**src/rtl/join_merge_scheduler_if.sv**
```systemverilog
// Handshake and status bundle for the JOIN ring-entry merge scheduler.
// slave is the scheduler side; master is the environment driving requests and consuming packets.
interface join_merge_scheduler_if #(
  parameter int unsigned PACKET_WIDTH = 38,
  parameter int unsigned CNT_W        = 4
);
  logic                    Send_in_EX;
  logic [PACKET_WIDTH-1:0] PACKET_IN_EXTERNAL;
  logic                    Ack_out_EX;
  logic                    Send_in_IN;
  logic [PACKET_WIDTH-1:0] PACKET_IN_INTERNAL;
  logic                    Ack_out_IN;
  logic                    Send_out;
  logic [PACKET_WIDTH-1:0] PACKET_OUT;
  logic                    Ack_in;
  logic                    EXIT;
  logic [CNT_W-1:0]        INFLIGHT;
  logic                    ERR;

  modport slave (
    input  Send_in_EX, PACKET_IN_EXTERNAL, Send_in_IN, PACKET_IN_INTERNAL, Ack_in, EXIT,
    output Ack_out_EX, Ack_out_IN, Send_out, PACKET_OUT, INFLIGHT, ERR
  );

  modport master (
    output Send_in_EX, PACKET_IN_EXTERNAL, Send_in_IN, PACKET_IN_INTERNAL, Ack_in, EXIT,
    input  Ack_out_EX, Ack_out_IN, Send_out, PACKET_OUT, INFLIGHT, ERR
  );
endinterface

```
**src/rtl/join_merge_scheduler.sv**
```systemverilog
// Ring-entry merge of external and recirculated packets: internal priority with an
// anti-starvation bound, and external admission gated by an in-flight credit count.
module join_merge_scheduler #(
  parameter int unsigned PACKET_WIDTH = 38,
  parameter int unsigned MAX_INFLIGHT = 8,
  parameter int unsigned STARVE_LIMIT = 4,
  parameter int unsigned CNT_W        = 4
) (
  input logic                   CP,
  input logic                   MR,
  join_merge_scheduler_if.slave bus
);

  localparam logic [CNT_W-1:0] MaxInflight = CNT_W'(MAX_INFLIGHT);
  localparam logic [CNT_W-1:0] StarveLimit = CNT_W'(STARVE_LIMIT);

  typedef enum logic [1:0] {StIdle, StOutReq, StOutRel} state_e;

  state_e                  state_q, state_d;
  logic                    send_q, send_d;
  logic                    ack_ex_q, ack_ex_d;
  logic                    ack_in_q, ack_in_d;
  logic [PACKET_WIDTH-1:0] pkt_q, pkt_d;
  logic [CNT_W-1:0]        inflight_q, inflight_d;
  logic [CNT_W-1:0]        starve_q, starve_d;
  logic                    err_q, err_d;

  logic elig_in, elig_ex, grant_in, grant_ex, exit_ok;

  // A channel whose ack is still high has not finished its handshake and cannot win again.
  always_comb begin
    elig_in  = bus.Send_in_IN & ~ack_in_q;
    elig_ex  = bus.Send_in_EX & ~ack_ex_q & (inflight_q < MaxInflight);
    grant_in = 1'b0;
    grant_ex = 1'b0;
    if (state_q == StIdle) begin
      if (elig_ex && (!elig_in || starve_q == StarveLimit)) begin
        grant_ex = 1'b1;
      end else if (elig_in) begin
        grant_in = 1'b1;
      end
    end
  end

  always_comb begin
    state_d = state_q;
    send_d  = send_q;
    pkt_d   = pkt_q;
    unique case (state_q)
      StIdle: begin
        if (grant_in || grant_ex) begin
          state_d = StOutReq;
          send_d  = 1'b1;
          pkt_d   = grant_ex ? bus.PACKET_IN_EXTERNAL : bus.PACKET_IN_INTERNAL;
        end
      end
      StOutReq: begin
        if (bus.Ack_in) begin
          state_d = StOutRel;
          send_d  = 1'b0;
        end
      end
      StOutRel: begin
        if (!bus.Ack_in) state_d = StIdle;
      end
      default: state_d = StIdle;
    endcase
  end

  always_comb begin
    ack_ex_d   = grant_ex | (ack_ex_q & bus.Send_in_EX);
    ack_in_d   = grant_in | (ack_in_q & bus.Send_in_IN);
    exit_ok    = bus.EXIT & (inflight_q != '0);
    inflight_d = inflight_q + CNT_W'(grant_ex) - CNT_W'(exit_ok);
    err_d      = err_q | (bus.EXIT & (inflight_q == '0));
    starve_d   = starve_q;
    if (grant_ex) begin
      starve_d = '0;
    end else if (grant_in && elig_ex && starve_q != StarveLimit) begin
      starve_d = starve_q + 1'b1;
    end
  end

  always_ff @(posedge CP) begin
    if (MR) begin
      state_q    <= StIdle;
      send_q     <= 1'b0;
      ack_ex_q   <= 1'b0;
      ack_in_q   <= 1'b0;
      pkt_q      <= '0;
      inflight_q <= '0;
      starve_q   <= '0;
      err_q      <= 1'b0;
    end else begin
      state_q    <= state_d;
      send_q     <= send_d;
      ack_ex_q   <= ack_ex_d;
      ack_in_q   <= ack_in_d;
      pkt_q      <= pkt_d;
      inflight_q <= inflight_d;
      starve_q   <= starve_d;
      err_q      <= err_d;
    end
  end

  assign bus.Send_out   = send_q;
  assign bus.Ack_out_EX = ack_ex_q;
  assign bus.Ack_out_IN = ack_in_q;
  assign bus.PACKET_OUT = pkt_q;
  assign bus.INFLIGHT   = inflight_q;
  assign bus.ERR        = err_q;

endmodule
```
**src/flat_wrapper.sv**
```systemverilog
// flat-port wrapper written by rule: the top's interface ports become plain ports
module join_merge_scheduler_flat 
#(
  parameter int unsigned PACKET_WIDTH = 38,
  parameter int unsigned MAX_INFLIGHT = 8,
  parameter int unsigned STARVE_LIMIT = 4,
  parameter int unsigned CNT_W        = 4
)
  (CP, MR, bus_Send_in_EX, bus_PACKET_IN_EXTERNAL, bus_Send_in_IN, bus_PACKET_IN_INTERNAL, bus_Ack_in, bus_EXIT, bus_Ack_out_EX, bus_Ack_out_IN, bus_Send_out, bus_PACKET_OUT, bus_INFLIGHT, bus_ERR);
  join_merge_scheduler_if #(.PACKET_WIDTH(PACKET_WIDTH), .CNT_W(CNT_W)) bus_i ();
  input logic CP;
  input logic MR;
  input wire logic [$bits(bus_i.Send_in_EX)-1:0] bus_Send_in_EX;
  input wire logic [$bits(bus_i.PACKET_IN_EXTERNAL)-1:0] bus_PACKET_IN_EXTERNAL;
  input wire logic [$bits(bus_i.Send_in_IN)-1:0] bus_Send_in_IN;
  input wire logic [$bits(bus_i.PACKET_IN_INTERNAL)-1:0] bus_PACKET_IN_INTERNAL;
  input wire logic [$bits(bus_i.Ack_in)-1:0] bus_Ack_in;
  input wire logic [$bits(bus_i.EXIT)-1:0] bus_EXIT;
  output wire logic [$bits(bus_i.Ack_out_EX)-1:0] bus_Ack_out_EX;
  output wire logic [$bits(bus_i.Ack_out_IN)-1:0] bus_Ack_out_IN;
  output wire logic [$bits(bus_i.Send_out)-1:0] bus_Send_out;
  output wire logic [$bits(bus_i.PACKET_OUT)-1:0] bus_PACKET_OUT;
  output wire logic [$bits(bus_i.INFLIGHT)-1:0] bus_INFLIGHT;
  output wire logic [$bits(bus_i.ERR)-1:0] bus_ERR;
  assign bus_i.Send_in_EX = bus_Send_in_EX;
  assign bus_i.PACKET_IN_EXTERNAL = bus_PACKET_IN_EXTERNAL;
  assign bus_i.Send_in_IN = bus_Send_in_IN;
  assign bus_i.PACKET_IN_INTERNAL = bus_PACKET_IN_INTERNAL;
  assign bus_i.Ack_in = bus_Ack_in;
  assign bus_i.EXIT = bus_EXIT;
  assign bus_Ack_out_EX = bus_i.Ack_out_EX;
  assign bus_Ack_out_IN = bus_i.Ack_out_IN;
  assign bus_Send_out = bus_i.Send_out;
  assign bus_PACKET_OUT = bus_i.PACKET_OUT;
  assign bus_INFLIGHT = bus_i.INFLIGHT;
  assign bus_ERR = bus_i.ERR;
  join_merge_scheduler #(.PACKET_WIDTH(PACKET_WIDTH), .MAX_INFLIGHT(MAX_INFLIGHT), .STARVE_LIMIT(STARVE_LIMIT), .CNT_W(CNT_W)) u_core (.CP(CP), .MR(MR), .bus(bus_i));
endmodule
```
**config.mk**
```make
export PLATFORM = sky130hd
export DESIGN_NAME = join_merge_scheduler_flat
export DESIGN_NICKNAME = d
export VERILOG_FILES = /design/src/rtl/join_merge_scheduler_if.sv /design/src/rtl/join_merge_scheduler.sv /design/src/flat_wrapper.sv
export SDC_FILE = /design/constraint.sdc
export NUM_CORES = 1
export LEC_CHECK = 0
export CAP_MARGIN = 20
export CORE_MARGIN = 5
export CORE_UTILIZATION = 38
export CTS_CLUSTER_DIAMETER = 150
export CTS_CLUSTER_SIZE = 40
export DETAILED_ROUTE_END_ITERATION = 8
export PLACE_DENSITY = 0.83
export SYNTH_ARGS = -nofsm -noshare
export SYNTH_HDL_FRONTEND = slang
export SYNTH_SLANG_ARGS = --single-unit
```
**constraint.sdc**
```tcl
create_clock -name CP -period 2.9 [get_ports CP]
set_input_delay 0.58 -clock CP [delete_from_list [all_inputs] [get_ports CP]]
set_output_delay 0.58 -clock CP [all_outputs]
set_load 0.005 [all_outputs]
```
==> summary.md <==
| Metric | Value |
|---|---|
| Library cells used by synthesis | `35` |
| Maxcap violations | `0` |
| Nets | `around 470` |
| Flop-to-flop setup slack | `0.72 ns` |
| CTS Hold Bufs | `0` |
| Clock Latency Late Sink | `0.30 ns` |
| DRT Wirelength | `approximately 6900 um` |
| Peak VDD IR | `0.000420 V` |
| Gpl congestion | `approximately 0.80` |
| YS warnings | `0` |
| LEAKAGE | `1.39 nW` |
| DPL Wire Length | `5030 um` |
| Io pins | `128` |
| Most area-hungry cell type in the Yosys netlist | `dfxtp_1` |
| Global Route Usage Sum | `between 10% and 20%` |
| Largest net degree at the start of global routing | `43` |
| Die area | `0.00764 mm2` |
| Commonest cells post-synth | `52 x dfxtp_1, 46 x nor2_1, 38 x o22ai_1` |
| Design Power | `2.52 mW` |
| Internal power component | `1.71 mW` |
| Drt via density | `5.20` |
| Finished Core Util | `62.4%` |
| CTS tree | `done` |
| Fraction of registers with async set/reset | `0%` |
| Sw Share | `about a third` |
| Net Switching | `0.810 mW` |
| Avg Inst Size Synth | `8.83 um2` |
| Yosys reg bits | `52` |
| First-pass GRT wire length | `11,000 um` |
| Vias in the first global route | `around 2,400` |
| Fin. max-slew vios | `0` |
| DR vias | `2,365` |
| I/O Buffers | `127` |
| Number of remaining DRC errors | `0` |
| CP required | `roughly 3 ns` |
| Height of the die | `87.4 um` |
| Syn nets | `around 350` |
| Post-Synthesis Cells | `258` |
| Initial antenna violation count | `0` |
| Post-CTS setup buffer count | `0` |
| Clock Tree Root | `clkbuf_8` |
| Area grow syn2layout | `61.3%` |
| TNS Setup | `0 ns` |
| Mapped Area | `0.00228 mm2` |
| Initial core utilization | `between 30% and 40%` |
| Area contributors post-synth | `dfxtp_1 46%, o22ai_1 10%, nor2_1 7.6%` |
| Slew margin rel. | `53.4%` |
| Top-area cell type share of the netlist area | `45.7%` |
| PostCTS Resize Cnt | `0` |
| Row count | `28` |
| Max Fclk | `0.446 GHz` |
| Die width | `87.4 um` |
| Pwr dens | `between 600 and 700 mW/mm2` |
| Number of synthesized flops with an enable pin | `0` |
| Clock network power share | `17.4%` |
| Critical path type | `in -> reg` |
| Antenna diode count | `0` |
| Period utilisation layout | `77.3%` |
| Initial DRC count | `98` |
| Setup violations, final | `0` |
| Sequential cell area fraction in the yosys report | `45.7%` |
| Min Tclk post-route | `2.24 ns` |
| Reg power frac | `38.4%` |
| RSZ-0062 raised after global routing | `false` |
| Status | `finished, final reports clean` |
| Global route overflow | `0` |
| CP endpoint kind | `register` |
| Reg clk slew, reported paths | `approximately 0.090 ns` |
| Worst-margin pin slew | `0.700 ns` |
| Most common cell in the netlist | `dfxtp_1` |
| Arr. time, crit path | `2.41 ns` |
| Detailed Routing Iterations Pass 1 | `4` |
| Final hold violations | `0` |
| Clk buf depth | `2` |
| # clock sinks | `52` |
| Htree depth | `2` |
| Proportion of layout cells with a drive suffix above 1 | `7.89%` |
| Top FF cell, synth | `dfxtp_1` |
| Critical path fanouts, max | `4` |
| Core ar. | `0.00589 mm2` |
| DR WL/cell | `15.3 um` |
| Gate power share | `44.2%` |
| Final ANT Viol Nets | `0` |
| Hold WC Path Type | `reg -> reg` |
| Startpoint Class | `input pin` |
| Fin Clk Skew | `0.00887 ns` |
| Inserted Clock Buffers | `5` |
-- flip-flops by register name (all words and copies together) (netlist names) --
| signal | count |
|---|---|
| u_core.bus.Ack_out_EX | 1 |
| u_core.bus.Ack_out_IN | 1 |
| u_core.bus.ERR | 1 |
| u_core.bus.INFLIGHT | 4 |
| u_core.bus.PACKET_OUT | 38 |
| u_core.bus.Send_out | 1 |
| u_core.starve_q | 4 |
| u_core.state_q | 2 |
-- final timing paths --
path                     startpoint                endpoint  depth (start not counted)
min                  u_core.bus.ERR          u_core.bus.ERR                          2
min reg2reg          u_core.bus.ERR          u_core.bus.ERR                          2
max reg2reg  u_core.bus.INFLIGHT[3]  u_core.bus.INFLIGHT[2]                          9
max                  bus_Send_in_EX  u_core.bus.INFLIGHT[2]                          7
-- kinds of logic after synthesis --
kind of cell / share of synthesized area, %
simple gates: 26.8
compound gates: 15.8
flops: 45.7
buf+inv: 6.70
fa+ha+maj: 4.18
xor+xnor: 0.769
-- power by group through the flow --
stage | Clock (mW) | Sequential [mW] | Combinational (mW)
after floorplan | 0 | 0.988 | 0.597
final | 0.437 | 0.967 | 1.11
after detailed placement | 0 | 0.982 | 1.12
after CTS | 0.456 | 0.968 | 1.13
after global routing | 0.480 | 0.989 | 1.24
after global placement | 0 | 0.975 | 1.09
-- critical path: stages --
cell             delay, ns
clkdlybuf4s50_1       0.49
nor3b_2               0.33
o211ai_4              0.12
or2_2                 0.31
fa_1                  0.38
xor2_1                0.16
nor2_1                0.05
-- area by class of cell --
type                            instances  area [um2]
Multi-Input combinational cell        180        1100
Clock buffer                            7        96.3
Inverter                                8        30.0
Timing Repair Buffer                  133        1310
Fill cell                             525        2210
Tap cell                               75        93.8
Sequential cell                        52        1040
-- layer usage --
| metal | vias to the layer above | GRT usage, % | wire length [um] |
|---|---|---|---|
| li1 | 1164 | - | - |
| met1 | 1092 | 21.1 | 2820 |
| met2 | 98 | 30.4 | 3380 |
| met3 | 11 | 6.43 | 663 |
| met4 | 0 | 5.16 | 91 |
| met5 | - | 0 | 0 |
-- cells in the final DEF (no fill, tap or decap), types with 3 or more instances in the layout --
master / count
clkdlybuf4s50_1: 126
dfxtp_1: 52
nor2_1: 46
o22ai_1: 38
nor3_1: 30
nor3_2: 9
inv_1: 8
a21oi_1: 7
nand2_1: 7
clkbuf_8: 7
ha_1: 6
buf_4: 6
and3_1: 4
o21ai_0: 4
nand3b_1: 3
-- stage by stage --
step / instances / instance area (um2) / worst slack, ns / hold slack (ns)
floorplan: 258 / 2280 / 0.831 / 0.460
global placement: 448 / 3580 / 0.374 / 0.452
detailed placement: 448 / 3580 / 0.323 / 0.465
CTS: 455 / 3670 / 0.669 / 0.487
global route: 455 / 3670 / 0.523 / 0.518
finish: 455 / 3670 / 0.658 / 0.487
(Power assumes the default switching activity.)
